--- src/rtl/address_generator_o_tiled_if.sv ---
// address_generator_o_tiled_if: job control and per-lane RAM_O write bus of the tiled output address generator
interface address_generator_o_tiled_if #(
  parameter int RAM_O_SIZE = 256,
  parameter int ARRAY_M = 8,
  parameter int MAX_DEPTH = 256,
  parameter int ADDR_WIDTH = $clog2(RAM_O_SIZE),
  parameter int ADDR_SET_WIDTH = ADDR_WIDTH * ARRAY_M,
  parameter int DEPTH_WIDTH = $clog2(MAX_DEPTH) + 1
);
  logic start;
  logic [$clog2(ARRAY_M):0] num_cols;
  logic [DEPTH_WIDTH-1:0] depth;
  logic [ADDR_WIDTH-1:0] base_addr;
  logic [ADDR_WIDTH-1:0] stride;
  logic acc_mode;
  logic stall;
  logic busy;
  logic done;
  logic [ADDR_SET_WIDTH-1:0] addr_set;
  logic [ARRAY_M-1:0] enable_set;
  logic [ARRAY_M-1:0] acc_set;
  modport master (
    output start, num_cols, depth, base_addr, stride, acc_mode, stall,
    input busy, done, addr_set, enable_set, acc_set
  );
  modport slave (
    input start, num_cols, depth, base_addr, stride, acc_mode, stall,
    output busy, done, addr_set, enable_set, acc_set
  );
endinterface

--- src/rtl/address_generator_o_tiled.sv ---
// address_generator_o_tiled: skewed per-column RAM_O write addresses with stride, wrap, stall and accumulate flag
module address_generator_o_tiled #(
  parameter int RAM_O_SIZE = 256,
  parameter int ARRAY_M = 8,
  parameter int MAX_DEPTH = 256,
  parameter int ADDR_WIDTH = $clog2(RAM_O_SIZE),
  parameter int ADDR_SET_WIDTH = ADDR_WIDTH * ARRAY_M,
  parameter int DEPTH_WIDTH = $clog2(MAX_DEPTH) + 1
) (
  input logic clk,
  input logic reset,
  address_generator_o_tiled_if.slave bus
);
  localparam int CW = $clog2(ARRAY_M) + 1;
  localparam int TW = DEPTH_WIDTH + CW;
  typedef enum logic [1:0] {IDLE, RUN, DONE} state_t;
  state_t state, state_nx;
  logic [CW-1:0] ncols, ncols_in;
  logic [DEPTH_WIDTH-1:0] dep;
  logic [ADDR_WIDTH-1:0] base, strd;
  logic accm, go, issue, fin, busy_q, done_q;
  logic [TW-1:0] t, t_end;
  logic [ARRAY_M-1:0] en_nx, en_q, acc_q;
  logic [ADDR_SET_WIDTH-1:0] addr_q;
  // t is the next step to issue; step 0 goes out on the start edge itself
  always_comb begin
    ncols_in = bus.num_cols > CW'(ARRAY_M) ? CW'(ARRAY_M) : bus.num_cols;
    t_end = TW'(ncols) + TW'(dep) - TW'(2);
    go = state == IDLE && bus.start && bus.num_cols != '0 && bus.depth != '0;
    issue = state == RUN && !bus.stall && t <= t_end;
    fin = state == RUN && !bus.stall && t > t_end;
    state_nx = state == DONE ? IDLE : fin ? DONE : state == IDLE && bus.start ? (go ? RUN : DONE) : state;
    en_nx = '0;
    for (int j = 0; j < ARRAY_M; j++)
      en_nx[j] = TW'(j) < TW'(ncols) && t >= TW'(j) && t - TW'(j) < TW'(dep);
  end
  always_ff @(posedge clk or negedge reset)
    if (!reset) state <= IDLE;
    else state <= state_nx;
  always_ff @(posedge clk or negedge reset)
    if (!reset) begin
      ncols <= '0;
      dep <= '0;
      base <= '0;
      strd <= '0;
      accm <= 1'b0;
      t <= '0;
      busy_q <= 1'b0;
      done_q <= 1'b0;
      en_q <= '0;
      acc_q <= '0;
      addr_q <= '0;
    end else begin
      busy_q <= state_nx == RUN;
      done_q <= state_nx == DONE;
      en_q <= go ? ARRAY_M'(1) : issue ? en_nx : '0;
      acc_q <= go ? ARRAY_M'(bus.acc_mode) : issue ? en_nx & {ARRAY_M{accm}} : '0;
      if (state == IDLE && bus.start) begin
        ncols <= ncols_in;
        dep <= bus.depth;
        base <= bus.base_addr;
        strd <= bus.stride;
        accm <= bus.acc_mode;
      end
      t <= go ? TW'(1) : issue ? t + TW'(1) : t;
      if (go) addr_q[0 +: ADDR_WIDTH] <= bus.base_addr;
      // lane j reaches row 0 exactly at step j, after that it accumulates the stride
      for (int j = 0; j < ARRAY_M; j++)
        if (issue && en_nx[j])
          addr_q[j*ADDR_WIDTH +: ADDR_WIDTH] <= t == TW'(j) ? base : addr_q[j*ADDR_WIDTH +: ADDR_WIDTH] + strd;
    end
  assign bus.busy = busy_q;
  assign bus.done = done_q;
  assign bus.enable_set = en_q;
  assign bus.acc_set = acc_q;
  assign bus.addr_set = addr_q;
endmodule
--- src/flat_wrapper.sv ---
// flat-port wrapper written by rule: the top's interface ports become plain ports
module address_generator_o_tiled_flat 
#(
  parameter int RAM_O_SIZE = 256,
  parameter int ARRAY_M = 8,
  parameter int MAX_DEPTH = 256,
  parameter int ADDR_WIDTH = $clog2(RAM_O_SIZE),
  parameter int ADDR_SET_WIDTH = ADDR_WIDTH * ARRAY_M,
  parameter int DEPTH_WIDTH = $clog2(MAX_DEPTH) + 1
)
  (clk, reset, bus_start, bus_num_cols, bus_depth, bus_base_addr, bus_stride, bus_acc_mode, bus_stall, bus_busy, bus_done, bus_addr_set, bus_enable_set, bus_acc_set);
  address_generator_o_tiled_if #(.RAM_O_SIZE(RAM_O_SIZE), .ARRAY_M(ARRAY_M), .MAX_DEPTH(MAX_DEPTH), .ADDR_WIDTH(ADDR_WIDTH), .ADDR_SET_WIDTH(ADDR_SET_WIDTH), .DEPTH_WIDTH(DEPTH_WIDTH)) bus_i ();
  input logic clk;
  input logic reset;
  input wire logic [$bits(bus_i.start)-1:0] bus_start;
  input wire logic [$bits(bus_i.num_cols)-1:0] bus_num_cols;
  input wire logic [$bits(bus_i.depth)-1:0] bus_depth;
  input wire logic [$bits(bus_i.base_addr)-1:0] bus_base_addr;
  input wire logic [$bits(bus_i.stride)-1:0] bus_stride;
  input wire logic [$bits(bus_i.acc_mode)-1:0] bus_acc_mode;
  input wire logic [$bits(bus_i.stall)-1:0] bus_stall;
  output wire logic [$bits(bus_i.busy)-1:0] bus_busy;
  output wire logic [$bits(bus_i.done)-1:0] bus_done;
  output wire logic [$bits(bus_i.addr_set)-1:0] bus_addr_set;
  output wire logic [$bits(bus_i.enable_set)-1:0] bus_enable_set;
  output wire logic [$bits(bus_i.acc_set)-1:0] bus_acc_set;
  assign bus_i.start = bus_start;
  assign bus_i.num_cols = bus_num_cols;
  assign bus_i.depth = bus_depth;
  assign bus_i.base_addr = bus_base_addr;
  assign bus_i.stride = bus_stride;
  assign bus_i.acc_mode = bus_acc_mode;
  assign bus_i.stall = bus_stall;
  assign bus_busy = bus_i.busy;
  assign bus_done = bus_i.done;
  assign bus_addr_set = bus_i.addr_set;
  assign bus_enable_set = bus_i.enable_set;
  assign bus_acc_set = bus_i.acc_set;
  address_generator_o_tiled #(.RAM_O_SIZE(RAM_O_SIZE), .ARRAY_M(ARRAY_M), .MAX_DEPTH(MAX_DEPTH), .ADDR_WIDTH(ADDR_WIDTH), .ADDR_SET_WIDTH(ADDR_SET_WIDTH), .DEPTH_WIDTH(DEPTH_WIDTH)) u_core (.clk(clk), .reset(reset), .bus(bus_i));
endmodule
--- config.mk ---
export PLATFORM = sky130hd
export DESIGN_NAME = address_generator_o_tiled_flat
export DESIGN_NICKNAME = d
export VERILOG_FILES = /design/src/rtl/address_generator_o_tiled_if.sv /design/src/rtl/address_generator_o_tiled.sv /design/src/flat_wrapper.sv
export SDC_FILE = /design/constraint.sdc
export NUM_CORES = 1
export LEC_CHECK = 0
export CAP_MARGIN = 20
export CORE_MARGIN = 10
export CORE_UTILIZATION = 55
export DETAILED_ROUTE_END_ITERATION = 10
export PLACE_DENSITY = 0.88
export SYNTH_ARGS = -nofsm -noshare
export SYNTH_HDL_FRONTEND = slang
export SYNTH_SLANG_ARGS = --single-unit
--- constraint.sdc ---
create_clock -name clk -period 6.03 [get_ports clk]
set_input_delay 1.5075 -clock clk [delete_from_list [all_inputs] [get_ports clk]]
set_output_delay 1.5075 -clock clk [all_outputs]
set_load 0.005 [all_outputs]
Word level (Yosys, flattened, before mapping)
Cells that the tools add are included.
Widths: inputs -> output; s select.
{"block": "word_totals", "reg_bits": 127, "inputBits": 34, "out_inout_bits": 82, "word_cells": 134}
{"block": "classes", "n_addsub": 18, "order_cmp": 27, "n_eq_ne": 11, "n_mux": 21, "bitwise": 1, "n_reduce_logical": 37}
{"cell": "$mux 8", "n": 14}
{"cell": "$lt 13x9->1", "n": 8}
{"cell": "$add 8x8->8", "n": 8}
{"cell": "$eq 13x3->1 const B", "n": 4}
{"cell": "$ge 13x3->1 const B", "n": 4}
{"cell": "$sub 13x3->13 const B", "n": 4}
{"cell": "$sub 13x2->13 const B", "n": 3}
{"cell": "$logic_and 1x1->1", "n": 30}
{"cell": "$eq 13x2->1 const B", "n": 2}
{"cell": "$ge 13x1->1 const B", "n": 2}
{"cell": "$ge 13x2->1 const B", "n": 2}
{"cell": "$mux 13", "n": 2}
{"cell": "$lt 3x4->1 const A", "n": 4}
{"cell": "$add 13x1->13 const B", "n": 1}
{"cell": "$eq 13x1->1 const B", "n": 1}
{"cell": "$gt 13x13->1", "n": 1}
{"cell": "$le 13x13->1", "n": 1}
{"cell": "$logic_not 13->1", "n": 1}
{"cell": "$sub 13x1->13 const B", "n": 1}
{"cell": "$add 4x9->10", "n": 1}
{"cell": "$reduce_bool 9->1", "n": 1}
{"cell": "$and 8x8->8", "n": 1}
{"cell": "$lt 1x4->1 const A", "n": 2}
{"cell": "$lt 2x4->1 const A", "n": 2}
{"cell": "9 further kinds", "n": 15}

Logic depth before layout (Yosys ltp)
Gate-level depths: netlist of the first run.
{"block": "logic_depth", "ltp_word": 9, "mapped_depth": 21, "depth_no_buf": 18}

Least setup slack after synthesis of the first run
No wires, ideal clock.
{"block": "synth_timing", "path_type": "flip-flop to flip-flop", "startpoint": "register u_core.ncols[1]", "endpoint": "register u_core.t[10]", "setup_time_ps": 66, "arrival_ps": 4754, "required_ps": 5964, "slack_ps": 1210, "path_stages_with_launch": 16, "path_buffers": 0, "period_less_slack_ps": 4820, "path_cell_list": "dfrtp_1 -> ha_1 -> a21o_1 -> a211oi_1 -> nor2_1 -> or4_1 -> a2111oi_0 -> o21ai_0 -> ha_1 -> a21oi_1 -> o21ai_0 -> or3_1 -> o31a_1 -> or4_4 -> or4_1 -> nand2_1"}
{"block": "synth_via", "elab_chain_len": 5}
{"element": "start: declaration", "line_no": "address_generator_o_tiled.sv:18", "rtl": "logic [CW-1:0] ncols, ncols_in;"}
{"element": "start signal: assignment", "line_no": "address_generator_o_tiled.sv:59", "rtl": "ncols <= ncols_in;"}
{"element": "$add 4x9->10", "line_no": "address_generator_o_tiled.sv:28", "rtl": "t_end = TW'(ncols) + TW'(dep) - TW'(2);"}
{"element": "$sub 13x2->13", "line_no": "address_generator_o_tiled.sv:28"}
{"element": "$le 13x13->1", "line_no": "address_generator_o_tiled.sv:30", "rtl": "issue = state == RUN && !bus.stall && t <= t_end;"}
{"element": "$logic_and 1x1->1", "line_no": "address_generator_o_tiled.sv:30"}
{"element": "$reduce_bool 2->1 (no source line)"}
{"element": "end signal: assignment", "line_no": "address_generator_o_tiled.sv:65", "rtl": "t <= go ? TW'(1) : issue ? t + TW'(1) : t;"}
{"element": "end: declaration", "line_no": "address_generator_o_tiled.sv:22", "rtl": "logic [TW-1:0] t, t_end;"}
No other way between the ends.
A chain may end at the register's enable or synchronous reset.

Worst setup path in the final report of the first run
{"block": "layout_timing", "startpoint": "register u_core.ncols[1]", "endpoint": "register u_core.addr_q[25] (netlist: u_core.bus.addr_set[25])"}
{"block": "layout_via", "elab_chain_len": 5, "elab_cells_between_ends": 8, "classes_between": "add/sub: 2; order compare: 2; reduce/logical: 4"}
{"element": "$add 4x9->10", "line_no": "address_generator_o_tiled.sv:28"}
{"element": "$sub 13x2->13", "line_no": "address_generator_o_tiled.sv:28"}
{"element": "$le 13x13->1", "line_no": "address_generator_o_tiled.sv:30"}
{"element": "$logic_and 1x1->1", "line_no": "address_generator_o_tiled.sv:30"}
{"element": "$logic_and 1x1->1 (*)", "line_no": "address_generator_o_tiled.sv:69", "rtl": "if (issue && en_nx[j])"}
{"element": "end signal: indexed assignment", "line_no": "address_generator_o_tiled.sv:66", "rtl": "if (go) addr_q[0 +: ADDR_WIDTH] <= bus.base_addr;"}
{"element": "end signal: indexed assignment", "line_no": "address_generator_o_tiled.sv:70", "rtl": "addr_q[j*ADDR_WIDTH +: ADDR_WIDTH] <= t == TW'(j) ? base : addr_q[j*ADDR_WIDTH +: ADDR_WIDTH] + strd;"}
{"element": "end: declaration", "line_no": "address_generator_o_tiled.sv:24", "rtl": "logic [ADDR_SET_WIDTH-1:0] addr_q;"}
Every way passes the cells marked *; elsewhere a longest branch is shown, timed or not.

==> metrics.yaml, run 1 <==
status:
  outcome: "finished, final reports clean"
clocking:
  cts_tree: "done"
  hold_buffers: 0
  ctsResizeCount: 0
  htree_levels: 4
  clk_pin_slew_ns: 0.06
  clk_path_buf_depth: 2
  post-cts-setup-buffer-count: 0
  cts_root_buf: "clkbuf_16"
  cts_buffers: 17
  cts.sinks: 127
  clock_latency_ns: 0.44
global_routing:
  overflow: 0
  antenna_found_initial: 0
  grt_pass1_vias: 10619
  grt_max_degree: 52
  grt_pass1_wl_um: 56190
  grt_usage_pct: 26.52
worst_setup_path:
  critPathTopFamily: "simple AND/OR/NAND/NOR gates"
  path_buf_inv: 1
  slowest_stage: "or4b_1"
  cp.arrival_ns: 5.69
  crit_path_start_kind: "register"
  required_ns: 6.32
  cp_cell_sequence: "ha_1, a21o_1, a211oi_1, nor2_1, or4_1, a2111oi_0, buf_4, o21ai_0, ha_1, nand4_1, nor4_1, nand2b_1, o31a_1, or4b_1, a211oi_1, a21oi_1"
  endpoint_kind: "register"
  cp_max_fo: 17
  slowest_delay_ns: 0.88
  criticalPathCategory: "register to register"
synthesis:
  yosysMostFrequentCell: "ha_1"
  syn-mean-instance-area_um2: 8.671
  synth_top_area_share_pct: 28.66
  postSynthCellCount: 1279
  synthFlopType: "dfrtp_1"
  synth-compound-area-share_pct: 16.79
  async_flop_share_pct: 100.0
  synth_edf_count: 0
  synthDistinctLibCells: 71
  synth_top_family_by_area: "simple AND/OR/NAND/NOR gates"
  synth_area_leader_cell: "dfrtp_1"
  synth_xor_area_share_pct: 8.924
  yosys.area_share.adder_pct: 18.32
  syn_area_um2: 11090
  synth-seq-cells: 127
  yosys_warnings: 0
  syn_nets: 1470
  synth_simple_gate_area_share_pct: 18.55
  synthTopCellsByArea: "dfrtp_1, ha_1, xnor2_1"
  synth.yosys.seq_area_share_pct: 28.66
  synth.area.mux_share_pct: 4.953
  synth_common_cells: "ha_1, dfrtp_1, nand2_1, nor2_1, a21oi_1"
floorplan:
  coreArea_um2: 19650
  top_level_ports: 116
  die_y_um: 162
  rows: 51
  die_area_um2: 26240
  die_width_um: 162
  initial_core_util_pct: 56.43
sta:
  hold_viol_final: 0
  fin_crit_sh_pct: 89.60
  fin_tns_setup_ns: 0
  fin_crit_ns: 5.403
  rsz0062_at_grt: "no"
  relSlewSlack_pct: 33.42
  setup_violations: 0
  finClkSkew_ns: 0.01029
  finalMaxSlewViolations: 0
  tightest_slew_ns: 0.9736
  fmax_mhz: 185.1
  setup_ws_ns: 0.6269
placed_design:
  place_hpwl_um: 25020
  port_buffers: 115
  dp_slack_ns: 0.7581
  place.gp.congestion: 1.017
power:
  powerDensity_nw_per_um2: 681.0
  irDropWorstVdd_v: 0.0003143
  p_total_mw: 8.978
  p_leak_nw: 5.955
min_path:
  min_path_type: "register to register"
detailed_routing:
  dr.first_iter.drc_count: 1176
  drt-pass1-iter-count: 6
  wl_per_cell_um: 21.27
  drc_errors: 0
  vias_per_cell: 6.378
  drtAntennaViolNets: 0
  num_vias: 10588
  wl_um: 35310
cells_and_area:
  final_core_util_pct: 67.08
  fin_nets: 1572
  area_growth_pct: 18.87
  nFillCells: 1487
  drive_gt1_share_pct: 6.456
flow_run:
  max_cap_violations: 0
==> stage by stage <==
step / instance area (um^2) / cells / hold slack, ns
after floorplan: 11090 / 1279 / 0.4850
after detailed placement: 12530 / 1626 / 0.5097
after global placement: 12530 / 1626 / 0.4996
after global routing: 13180 / 1659 / 0.5418
final: 13180 / 1660 / 0.5166
after CTS: 13170 / 1658 / 0.5258
==> logic make-up (layout without fill, tap and decap cells) <==
| group | count (synthesis) | in the layout |
|---|---|---|
| XOR/XNOR | 113 | 113 |
| AND/OR/NAND/NOR | 419 | 419 |
| flip-flops | 127 | 127 |
| multiplexers | 53 | 53 |
| buffers and inverters | 110 | 225 |
| other | 0 | 1 |
| adder cells (fa/ha/maj) | 157 | 157 |
| AO/OA/AOI/OAI | 300 | 300 |
==> worst min-delay path, stage by stage, from the launching register on <==
cell and delay (ns):
dfrtp_1 0.37, nand2_1 0.05, o21ai_0 0.06
==> sequential cells by signal (all words and copies together) (netlist names) <==
| name | count |
|---|---|
| u_core.accm | 1 |
| u_core.base | 8 |
| u_core.bus.acc_set | 8 |
| u_core.bus.addr_set | 64 |
| u_core.bus.busy | 1 |
| u_core.bus.done | 1 |
| u_core.bus.enable_set | 8 |
| u_core.dep | 9 |
| u_core.ncols | 4 |
| u_core.state | 2 |
| u_core.strd | 8 |
| u_core.t | 13 |
==> per-layer routing <==
layer	share of wire, %	GRT usage, %	vias up
met2	47	43.07	601
met4	4.7	13.56	0
li1	-	-	4813
met5	0	0	-
met3	9.9	6.294	166
met1	39	32.14	5008
==> final timing paths <==
check | start | end | slack (ns) | cells past startpoint
min reg2reg | u_core.bus.addr_set[59] | u_core.bus.addr_set[59] | 0.52 | 2
max in group asynchronous | reset | u_core.bus.addr_set[45] | 3.83 | 2
max reg2reg | u_core.ncols[1] | u_core.bus.addr_set[25] | 0.63 | 16
min in group asynchronous | reset | u_core.bus.addr_set[29] | 1.08 | 1
max | u_core.ncols[1] | u_core.bus.addr_set[25] | 0.63 | 16
min | u_core.bus.addr_set[59] | u_core.bus.addr_set[59] | 0.52 | 2
==> final cells by class <==
| type | instances | area (um^2) | share of cell area (%) |
|---|---|---|---|
| Multi-Input combinational cell | 1042 | 7503 | 56.91 |
| Sequential cell | 127 | 3178 | 24.11 |
| Timing Repair Buffer | 138 | 1325 | 10.05 |
| Clock buffer | 20 | 456.7 | 3.464 |
| Tap cell | 265 | 331.6 | 2.515 |
| Inverter | 55 | 206.4 | 1.566 |
| Clock inverter | 12 | 180.2 | 1.367 |
| Antenna cell | 1 | 2.502 | 0.01898 |
==> report_power, final <==
part           switching (mW)  total, mW  internal, mW
combinational            3.34       6.06          2.72
sequential              0.609       1.78          1.17
clock                   0.422       1.14         0.717
==> cells in the final DEF (no fill, tap or decap), types with 14 or more instances in the layout <==
cell type,synthesis,routed
mux2_2,15,15
clkbuf_16,0,17
nand2_1,121,121
nand3_1,49,49
o211ai_1,18,18
a211oi_1,14,14
mux2i_1,38,38
xor2_1,34,34
inv_1,52,52
a31oi_1,17,16
nor2b_1,19,19
dfrtp_1,127,127
o21ai_0,71,71
nand4_1,14,14
nand2b_1,14,14
ha_1,148,148
buf_4,1,23
o21ai_1,16,16
nor3_1,45,45
nor2_1,96,95
xnor2_1,79,79
a21o_1,15,15
clkdlybuf4s50_1,0,114
a21oi_1,90,90
Note: power is estimated with default switching activity, not from simulation.
==> inputs of run 2 (changes only) <==
--- a/config.mk
+++ b/config.mk
@@ -5,6 +5,7 @@
 export SDC_FILE = /design/constraint.sdc
 export NUM_CORES = 1
 export LEC_CHECK = 0
+export ABC_CLOCK_PERIOD_IN_PS = 6030
 export CAP_MARGIN = 20
 export CORE_MARGIN = 10
 export CORE_UTILIZATION = 55
==> results of run 2 <==
No change in the layout: final DEF, timing and power equal those of run 1.
